`src/rtl/fanout_pkg.sv`:
```
// Shared types and defaults for the ready/valid fanout fork.
package fanout_pkg;

    localparam int unsigned SEL_BIT_DEFAULT   = 6;
    localparam int unsigned SEL_WIDTH_DEFAULT = 8;

    typedef enum logic {
        FORK_LAZY  = 1'b0,
        FORK_EAGER = 1'b1
    } fork_mode_e;

    typedef logic [SEL_WIDTH_DEFAULT-1:0] sel_t;

endpackage

```
`src/rtl/fanout_branch_tracker.sv`:
```
// Per-branch valid generation, ready contribution and "already sent" tracking.
module fanout_branch_tracker
    import fanout_pkg::*;
(
    input  logic       clk,
    input  logic       rst_n,
    input  logic       flush,
    input  fork_mode_e mode,
    input  logic       active,
    input  logic       in_valid,
    input  logic       out_ready,
    input  logic       complete,
    input  logic       all_ok,
    output logic       out_valid,
    output logic       done,
    output logic       ready_term
);

    logic done_r;
    logic done_nxt_s;
    logic fire_s;

    // Branch valid and the branch's vote towards the upstream ready.
    // The ready term never looks at in_valid or all_ok, so the AND in the
    // top cannot form a combinational loop through out_valid.
    always_comb begin
        out_valid  = 1'b0;
        ready_term = 1'b1;
        if (mode == FORK_EAGER) begin
            out_valid  = in_valid & active & ~done_r;
            ready_term = ~active | done_r | out_ready;
        end else begin
            out_valid  = in_valid & active & all_ok;
            ready_term = ~active | out_ready;
        end
    end

    assign fire_s = out_valid & out_ready;

    // Next done state: flush wins, lazy mode never tracks, completion retires the token.
    always_comb begin
        done_nxt_s = done_r;
        if (flush) begin
            done_nxt_s = 1'b0;
        end else if (mode == FORK_LAZY) begin
            done_nxt_s = 1'b0;
        end else if (complete) begin
            done_nxt_s = 1'b0;
        end else begin
            done_nxt_s = done_r | fire_s;
        end
    end

    // Done register with asynchronous reset.
    always_ff @(posedge clk or negedge rst_n) begin
        if (!rst_n) begin
            done_r <= 1'b0;
        end else begin
            done_r <= done_nxt_s;
        end
    end

    assign done = done_r;

endmodule

```
`src/rtl/fanout_fork.sv`:
```
// Ready/valid fork broadcasting one upstream stream to NUM_FANOUT branches,
// with optional eager per-branch tracking and a saturating stall counter.
module fanout_fork
    import fanout_pkg::*;
#(
    parameter int unsigned NUM_FANOUT = 20,
    parameter int unsigned DATA_WIDTH = 17,
    parameter int unsigned SEL_WIDTH  = SEL_WIDTH_DEFAULT,
    parameter int unsigned SEL_BIT    = SEL_BIT_DEFAULT,
    parameter int unsigned CNT_WIDTH  = 16
) (
    input  logic                          clk,
    input  logic                          rst_n,
    input  logic                          flush,
    input  logic                          mode_eager,
    input  logic [NUM_FANOUT-1:0]         en,
    input  logic [NUM_FANOUT*SEL_WIDTH-1:0] sel,
    input  logic                          in_valid,
    input  logic [DATA_WIDTH-1:0]         in_data,
    output logic                          in_ready,
    output logic [NUM_FANOUT-1:0]         out_valid,
    output logic [DATA_WIDTH-1:0]         out_data,
    input  logic [NUM_FANOUT-1:0]         out_ready,
    output logic [NUM_FANOUT-1:0]         done_mask,
    output logic [CNT_WIDTH-1:0]          stall_cnt
);

    localparam logic [CNT_WIDTH-1:0] CNT_MAX = {CNT_WIDTH{1'b1}};
    localparam logic [CNT_WIDTH-1:0] CNT_ONE = {{(CNT_WIDTH-1){1'b0}}, 1'b1};

    fork_mode_e            mode_s;
    logic [NUM_FANOUT-1:0] active_s;
    logic [NUM_FANOUT-1:0] ready_terms_s;
    logic                  complete_s;
    logic                  stall_s;
    logic [CNT_WIDTH-1:0]  stall_cnt_r;
    logic                  sel_unused_s;

    assign mode_s = mode_eager ? FORK_EAGER : FORK_LAZY;

    // Only one bit of each select field matters; the rest are folded away here.
    assign sel_unused_s = ^sel;

    assign out_data   = in_data;
    assign in_ready   = &ready_terms_s;
    assign complete_s = in_valid & in_ready;
    assign stall_s    = in_valid & ~in_ready;

    for (genvar i = 0; i < NUM_FANOUT; i++) begin : g_branch
        assign active_s[i] = en[i] & sel[i*SEL_WIDTH + SEL_BIT];

        fanout_branch_tracker u_tracker (
            .clk        (clk),
            .rst_n      (rst_n),
            .flush      (flush),
            .mode       (mode_s),
            .active     (active_s[i]),
            .in_valid   (in_valid),
            .out_ready  (out_ready[i]),
            .complete   (complete_s),
            .all_ok     (in_ready),
            .out_valid  (out_valid[i]),
            .done       (done_mask[i]),
            .ready_term (ready_terms_s[i])
        );
    end

    // Saturating count of cycles the upstream was held off.
    always_ff @(posedge clk or negedge rst_n) begin
        if (!rst_n) begin
            stall_cnt_r <= {CNT_WIDTH{1'b0}};
        end else if (flush) begin
            stall_cnt_r <= {CNT_WIDTH{1'b0}};
        end else if (stall_s && (stall_cnt_r != CNT_MAX)) begin
            stall_cnt_r <= stall_cnt_r + CNT_ONE;
        end else begin
            stall_cnt_r <= stall_cnt_r;
        end
    end

    assign stall_cnt = stall_cnt_r;

endmodule

```
`config.mk`:
```
export PLATFORM = sky130hd
export DESIGN_NAME = fanout_fork
export DESIGN_NICKNAME = d
export VERILOG_FILES = /design/src/rtl/fanout_pkg.sv /design/src/rtl/fanout_branch_tracker.sv /design/src/rtl/fanout_fork.sv
export SDC_FILE = /design/constraint.sdc
export NUM_CORES = 1
export LEC_CHECK = 0
export ABC_AREA = 1
export CORE_AREA = 5 5 113 115
export CTS_BUF_LIST = sky130_fd_sc_hd__clkbuf_8
export CTS_CLUSTER_DIAMETER = 40
export DETAILED_ROUTE_END_ITERATION = 16
export DIE_AREA = 0 0 118 120
export HOLD_SLACK_MARGIN = 0.1
export PLACE_DENSITY_LB_ADDON = 0.05
export SYNTH_ARGS = -nofsm -noshare
export SYNTH_HDL_FRONTEND = slang
export SYNTH_SLANG_ARGS = --single-unit
```
`constraint.sdc`:
```
create_clock -name clk -period 1.7 [get_ports clk]
set_input_delay 0.34 -clock clk [delete_from_list [all_inputs] [get_ports clk]]
set_output_delay 0.34 -clock clk [all_outputs]
set_load 0.005 [all_outputs]
```
==> results of run 1 <==
[cells by family after synthesis]
kind of cell,synth area share
buffers and inverters,0.267
and+or+nand+nor,0.329
AOI/OAI and AO/OA,0.0555
xor gates and xnor gates,0.0412
adders and majority gates,0.00421
DFF,0.303
[worst reg2reg max path: stages, from the launching register on]
cell	delay (ps)
dfrtp_1	370
nand2_2	60
nand3b_1	150
nand2_2	90
nor2_4	110
nand3_4	90
buf_4	150
buf_6	100
buf_6	100
buf_6	120
nor2_4	100
buf_6	100
nand2_1	50
nand3_2	110
buf_6	160
a21oi_1	50
[cell type report]
cell class              instances  area share
clock inverters                 3     0.00249
clock buffers                   5      0.0137
repair buffers                224       0.399
flip-flops and latches         36       0.180
inverters                      76      0.0567
multi-input cells             265       0.312
well taps                     147      0.0365
[worst max-delay path by stage]
stage                         end                   startpoint
finish               out_valid[2]  g_branch[18].u_tracker.done
global route        out_valid[10]  g_branch[18].u_tracker.done
CTS                 out_valid[18]  g_branch[18].u_tracker.done
detailed placement  out_valid[12]                   mode_eager
global placement    out_valid[12]                   mode_eager
floorplan           out_valid[13]                   mode_eager
[routing by layer]
layer	wire, um	GRT usage
met5	0	0
met4	131	0.0315
met3	659	0.0415
met2	4970	0.243
met1	5110	0.201
[flip-flops by register name, summed over array words and instances (netlist names)]
register,flops
stall_cnt,16
g_branch.u_tracker.done,20
[stage by stage]
step	worst slack, ps	hold WS (ps)
3_3_place_gp	-1350	335
6_report	-537	364
4_1_cts	-572	460
2_1_floorplan	-102	44.4
3_5_place_dp	-1360	332
5_1_grt	-660	401
[synth_stat cells (3+ instances only)]
| cell type | instances | area (sq um) |
|---|---|---|
| dfrtp_1 | 36 | 901 |
| buf_2 | 7 | 35.0 |
| nor3_1 | 5 | 25.0 |
| inv_1 | 75 | 282 |
| o21ai_1 | 6 | 30.0 |
| buf_4 | 61 | 458 |
| clkbuf_1 | 4 | 15.0 |
| nand4_1 | 24 | 150 |
| nor3_2 | 3 | 30.0 |
| xor2_1 | 14 | 123 |
| nand3_1 | 31 | 155 |
| a21oi_1 | 23 | 115 |
| nand2_1 | 104 | 390 |
| nor2_1 | 43 | 161 |
| nand3b_1 | 9 | 67.6 |
[power breakdown]
group	internal, uW	switching, uW
clock network	277	334
logic	379	344
registers	871	14.1
[repair_timing]
| item | CTS | global route |
|---|---|---|
| gates cloned | 4 | 0 |
| endpoints found under the hold margin | 36 | 0 |
| buffers inserted | 31 | 8 |
| resized for setup | 209 | 36 |
| endpoints found under the setup margin | 59 | 61 |
| hold buffers | 1 | 0 |
| pin swaps | 44 | 18 |
==> key figures, run 1 <==
STA
  – Fmax: 0.447 GHz
  – Tcrit/Tclk final: 1.32
  – Count of final max-slew check failures: 0
  – Clock Skew: 10.9 ps
  – Endpoints failing setup: 57
  – Final worst slack: -537 ps
  – Worst Tran Pin Value: 303 ps
  – TNS Setup: -19640 ps
  – Unrepaired setup endpoints after global routing: yes
  – Relative slew slack: 0.798
  – Final hold violation count: 0
  – Period minus WS final: 2240 ps

Worst setup path
  – Data required time of the worst path: 1360 ps
  – Buf/Inv on CP: 2
  – FF-to-FF Start: g_branch[18].u_tracker.done
  – Cell count of the worst reg-to-reg path: 15
  – Worst-path cell chain: nand2_2, nand3b_1, nand2_2, nor2_4, nand3_4, o21bai_4, nand2_4, bufbuf_16, nor2_1, buf_2
  – Slack of the worst reg-to-reg path: -310 ps
  – Cell mode on critical path: nand2_2
  – Worst path slowest cell: dfrtp_1
  – Max Fanout on Critical Path: 5
  – CP endpoint kind: primary output
  – CP peak stage delay: 370 ps
  – RR Endpoint: g_branch[4].u_tracker.done
  – Critical path depth: 10
  – Data arrival, critical path: 1900 ps
  – Startpoint types: flip-flop
  – Top delay family on crit path: simple AND/OR/NAND/NOR gates
  – WS Path Type: reg2out

Min path
  – WHS Path Cells: 3
  – Hold path start: out_ready[1]
  – WHS Endpoint: g_branch[1].u_tracker.done
  – Worst Hold Class: in2reg

Route
  – Post-DR vias/cell: 4.39
  – DRC: 0
  – Antenna-violating nets left: 0
  – Total length of routed wires: 10900 um
  – 1st-iter DRT viols: 155
  – Wirelength per Cell: 14.4 um
  – Drt pass-1 iters: 4
  – Vias post-DR: 3316

Clock tree
  – Clock insertion delay at the later pin of the skew report: 290 ps
  – Maximum clock path buffer count: 2
  – CTS tree: done
  – CTS Root Cell: clkbuf_8
  – Number of buffers created by CTS: 5
  – Worst-path clk slew: 80 ps
  – Clk sinks: 36
  – H-Tree Depth: 2

Cells and area
  – ANT cells: 0
  – Most frequent cells in the layout: nand2_1 (87), buf_4 (85), inv_1 (71)
  – Most common cell after layout, fill and taps aside: nand2_1
  – Filler Cells Inserted: 1270
  – P&R area growth vs syn: 69.2%
  – Fin nets: 831
  – Share of layout cells above drive strength 1: 0.325
  – Multi-input gate area in the final layout: 0.00157 sq mm
  – Sequential Area: 905 sq um
  – Design area: 0.00503 sq mm
  – Final core utilization: 0.430
  – Non-filler cells, final: 756

Power and ir drop
  – Lkg Pwr: 0.00264 uW
  – Post-layout power: 2220 uW
  – Worst vdd ir: 259 uV
  – Pwr/cell area: 441 mW/mm^2

Yosys
  – Synth unique cells: 19
  – Post-synthesis register bit count: 36
  – EDFF count, synth: 0
  – Seq/Total Area, Yosys: 0.303
  – Gate Count Post-Synth: 449
  – Average size of a mapped cell: 6.62 sq um
  – Predominant post-synthesis flop cell: dfrtp_1
  – Synth Cell Area: 0.00297 sq mm
  – Net Count, Synth: 672
  – Async SR Flop Fraction: 1.00
  – Synthesis warning total: 0

GRT
  – Vias in the first global route: 3367
  – Global-route wire length before repair: 17300 um
  – Largest net degree at the start of global routing: 37
  – GRT overflow: 0
  – Total GRT Usage: 0.150
  – Antenna violations before repair: 0

Die
  – Core Rows: 40
  – Initial Utilization: 0.254
  – Die footprint: 0.0142 sq mm
  – Die extent in x: 118 um
  – Num ports: 296
  – Die H: 120 um
  – Core Region: 0.0117 sq mm

Placed design
  – DP HPWL: 7680 um
  – Placed cell areas: 0.00444 sq mm
  – Port buffer count: 121
  – Post-Place Cells: 710
  – GPL Wtd Cong: 0.807

Run
  – Maxcap violations: 0

Status
  – Status: complete, but fails checks
  – Failing checks: negative setup slack
Power figures use the tool's default switching activity.
==> inputs of run 2 (changes only) <==
ABC_AREA = not set   (was 1)
CORE_AREA = 5 5 112 114   (was 5 5 113 115)
DIE_AREA = 0 0 117 119   (was 0 0 118 120)
SLEW_MARGIN = 0   (was not set)
==> key figures, run 2 <==
Cells and area
  – Sequential Area: 901 sq um (-0.41%)
  – P&R area growth vs syn: 85.2%
  – Largest register FFs: 20 (unchanged)
  – Filler Cells Inserted: 1116 (-12%)
  – Fin nets: 732 (-12%)
  – Final core utilization: 0.465 (+0.0352)
  – ANT cells: 0 (unchanged)
  – Design area: 0.00526 sq mm (+4.6%)
  – Most frequent cells in the layout: buf_4 (103), clkdlybuf4s50_1 (49), dfrtp_1 (36)
  – Share of layout cells above drive strength 1: 0.494 (+0.169)
  – Multi-input gate area in the final layout: 0.00183 sq mm (+17%)
  – Non-filler cells, final: 653 (-14%)
  – Most common cell after layout, fill and taps aside: buf_4

STA
  – Count of final max-slew check failures: 0 (unchanged)
  – Final hold violation count: 0 (unchanged)
  – Final worst slack: -749 ps (-212 ps)
  – Tcrit/Tclk final: 1.44 (+0.125)
  – Period minus WS final: 2450 ps (+212 ps)
  – Endpoints failing setup: 56 (-1.8%)
  – Hold Slack: 420 ps (+55.8 ps)
  – Clock Skew: 6.71 ps (-4.16 ps)
  – Worst Tran Pin Value: 439 ps (+136 ps)
  – Relative slew slack: 0.707 (-0.0904)
  – Fmax: 0.408 GHz (-8.7%)
  – Unrepaired setup endpoints after global routing: yes

Worst setup path
  – RR Endpoint: g_branch[17].u_tracker.done
  – Top delay family on crit path: simple AND/OR/NAND/NOR gates
  – Data required time of the worst path: 1360 ps (about the same)
  – FF-to-FF Start: g_branch[11].u_tracker.done
  – Startpoint types: input pin
  – WS Path Type: in2out
  – Max Fanout on Critical Path: 5 (unchanged)
  – Worst-path cell chain: buf_4, buf_6, buf_6, a21oi_1, nand3_2, o2111ai_4, nor4_4, and2_4, nand2_8, buf_6, a21oi_2, buf_2
  – Worst path slowest cell: nor4_4
  – CP peak stage delay: 320 ps (-50 ps)
  – Cell count of the worst reg-to-reg path: 12 (-3)
  – CP endpoint kind: primary output
  – Buf/Inv on CP: 5 (+3)
  – Cell mode on critical path: buf_6
  – Data arrival, critical path: 2110 ps (+210 ps)
  – Slack of the worst reg-to-reg path: -620 ps (-310 ps)

Route
  – Wirelength per Cell: 17.1 um (+19%)
  – Post-DR vias/cell: 4.64 (+5.7%)
  – 1st-iter DRT viols: 94 (-39%)
  – Antenna-violating nets left: 0 (unchanged)
  – Vias post-DR: 3028 (-8.7%)
  – DRC: 0 (unchanged)
  – Total length of routed wires: 11200 um (+2.9%)
  – Drt pass-1 iters: 4 (unchanged)

Placed design
  – Post-Place Cells: 623 (-12%)
  – DP HPWL: 8300 um (+8.2%)
  – Port buffer count: 121 (unchanged)
  – Placed cell areas: 0.00460 sq mm (+3.5%)
  – GPL Wtd Cong: 0.763 (-5.3%)

GRT
  – GR Util met1: 0.203 (+0.00227)
  – Largest net degree at the start of global routing: 23 (-38%)
  – Global-route wire length before repair: 17400 um (+0.64%)
  – Antenna violations before repair: 0 (unchanged)
  – Total GRT Usage: 0.158 (+0.00716)
  – GRT overflow: 0 (unchanged)
  – GR Layer Usage met2: 0.278 (+0.0345)
  – Vias in the first global route: 3307 (-1.8%)
  – Global route hottest layer: met2
  – Grt met3 use: 0.0269 (-0.0146)

Power and ir drop
  – Sw Pwr: 692 uW (about the same)
  – Clk pwr share: 0.293 (+0.018)
  – Gate power share: 0.324 (-0.002)
  – Worst vdd ir: 269 uV (+3.7%)
  – Pint: 1580 uW (+3.6%)
  – Flop pwr share: 0.383 (-0.016)
  – Pwr/cell area: 432 mW/mm^2 (-2.0%)
  – Lkg Pwr: 0.00246 uW (-6.7%)
  – Sw Ratio: 0.304 (-0.00754)

Yosys
  – Net Count, Synth: 551 (-18%)
  – Async SR Flop Fraction: 1.00 (unchanged)
  – Top cell type's share of synthesized area: 0.317 (+0.0141)
  – Predominant post-synthesis flop cell: dfrtp_1
  – Post-synthesis register bit count: 36 (unchanged)
  – Largest cells by area after synthesis: dfrtp_1 (32%), buf_4 (15%), nand3_1 (6.7%)
  – Yosys top cell by area: dfrtp_1
  – Synth unique cells: 41 (+22)
  – Average size of a mapped cell: 8.66 sq um (+31%)
  – Commonest cells in the synthesized netlist: buf_4 (57), nor2_1 (41), nand3_1 (38)
  – Synth Cell Area: 0.00284 sq mm (-4.5%)
  – Seq/Total Area, Yosys: 0.317 (+0.0141)
  – Synthesis warning total: 0 (unchanged)
  – Count leader, synth: buf_4
  – EDFF count, synth: 0 (unchanged)
  – Gate Count Post-Synth: 328 (-27%)

Die
  – Die footprint: 0.0139 sq mm (-1.7%)
  – Core Rows: 39 (-2.5%)
  – Die extent in x: 117 um (-0.85%)
  – Die H: 119 um (-0.83%)
  – Core Region: 0.0113 sq mm (-3.3%)
  – Num ports: 296 (unchanged)
  – Initial Utilization: 0.251 (-0.00296)

Min path
  – Worst Hold Class: in2reg
  – Hold path start: out_ready[17]
  – WHS Endpoint: g_branch[17].u_tracker.done
  – WHS Path Cells: 3 (unchanged)

Clock tree
  – Maximum clock path buffer count: 2 (unchanged)
  – CTS Root Cell: clkbuf_8
  – Clk sinks: 36 (unchanged)
  – H-Tree Depth: 2 (unchanged)
  – CTS tree: done
  – Worst-path clk slew: 80 ps (about the same)
  – Clock insertion delay at the later pin of the skew report: 290 ps (about the same)
  – Number of buffers created by CTS: 5 (unchanged)

Status
  – Status: complete, but fails checks
  – Failing checks: negative setup slack

Run
  – Maxcap violations: 0 (unchanged)
-- run 2: cell types whose count changed after synthesis, sizes merged, moves of 8 or more --
cell    previous run  this run
a21oi             23        31
a41oi              0        20
inv               75         2
nand2            104        15
nand2b             0        14
nand3b             9         0
nand4             24         4
xor2              14         0
-- run 2: power by group through the flow --
stage	Sequential (uW)	Combinational, uW	Clock [uW]
2_1_floorplan	892	253	0
3_3_place_gp	888	629	0
3_5_place_dp	888	635	0
4_1_cts	871	706	697
5_1_grt	872	794	711
6_report	871	736	667
-- run 2: kinds of logic after synthesis --
group / count (synthesis) / synth area share
AO/OA/AOI/OAI: 65 / 0.173
XOR/XNOR: 6 / 0.0185
adder cells (fa/ha/maj): 1 / 0.00440
buffers and inverters: 74 / 0.192
flip-flops: 36 / 0.317
multiplexers: 8 / 0.0405
AND/OR/NAND/NOR: 138 / 0.255
-- run 2: cell type report --
type / count / area share
Timing Repair Buffer: 245 / 0.428
Sequential cell: 36 / 0.171
Multi-Input combinational cell: 219 / 0.348
Clock buffer: 6 / 0.0157
Inverter: 2 / 0.00143
Clock inverter: 2 / 0.00190
Tap cell: 143 / 0.0340
-- run 2: worst max-delay path by stage --
stage                                startpoint       endpoint  slack [ps]  cells after the start
finish                               mode_eager   out_valid[2]        -750                     12
global route         g_branch[9].u_tracker.done  out_valid[16]        -820                      9
CTS                 g_branch[13].u_tracker.done  out_valid[16]        -840                      9
detailed placement                out_ready[13]   out_valid[4]       -1310                      8
global placement                  out_ready[16]   out_valid[3]       -1280                      9
floorplan                            mode_eager   out_valid[0]        -460                     11
-- run 2: metal layers --
layer,vias to the layer above,wire [um]
met5,-,0
li1,1482,-
met2,85,5640
met4,0,100
met1,1448,4790
met3,13,640
-- run 2: what timing repair did --
item | in CTS | in global routing
setup endpoints to repair | 58 | 58
buffers inserted | 21 | 5
hold buffers | 1 | 0
cloned | 2 | 2
gates resized for setup | 149 | 84
endpoints found under the hold margin | 14 | 0
pin swaps | 37 | 38
-- run 2: tightest hold or removal path: stages --
cell	delay, ps
dlymetal6s2s_1	110
a41oi_1	130
nor2_1	90
-- run 2: stage by stage --
step                worst slack, ps  total power, uW  TNS [ps]
global route                   -819             2380    -35270
detailed placement            -1310             1520    -51090
floorplan                      -463             1140    -12590
CTS                            -841             2270    -33460
global placement              -1280             1520    -49530
finish                         -749             2270    -30960
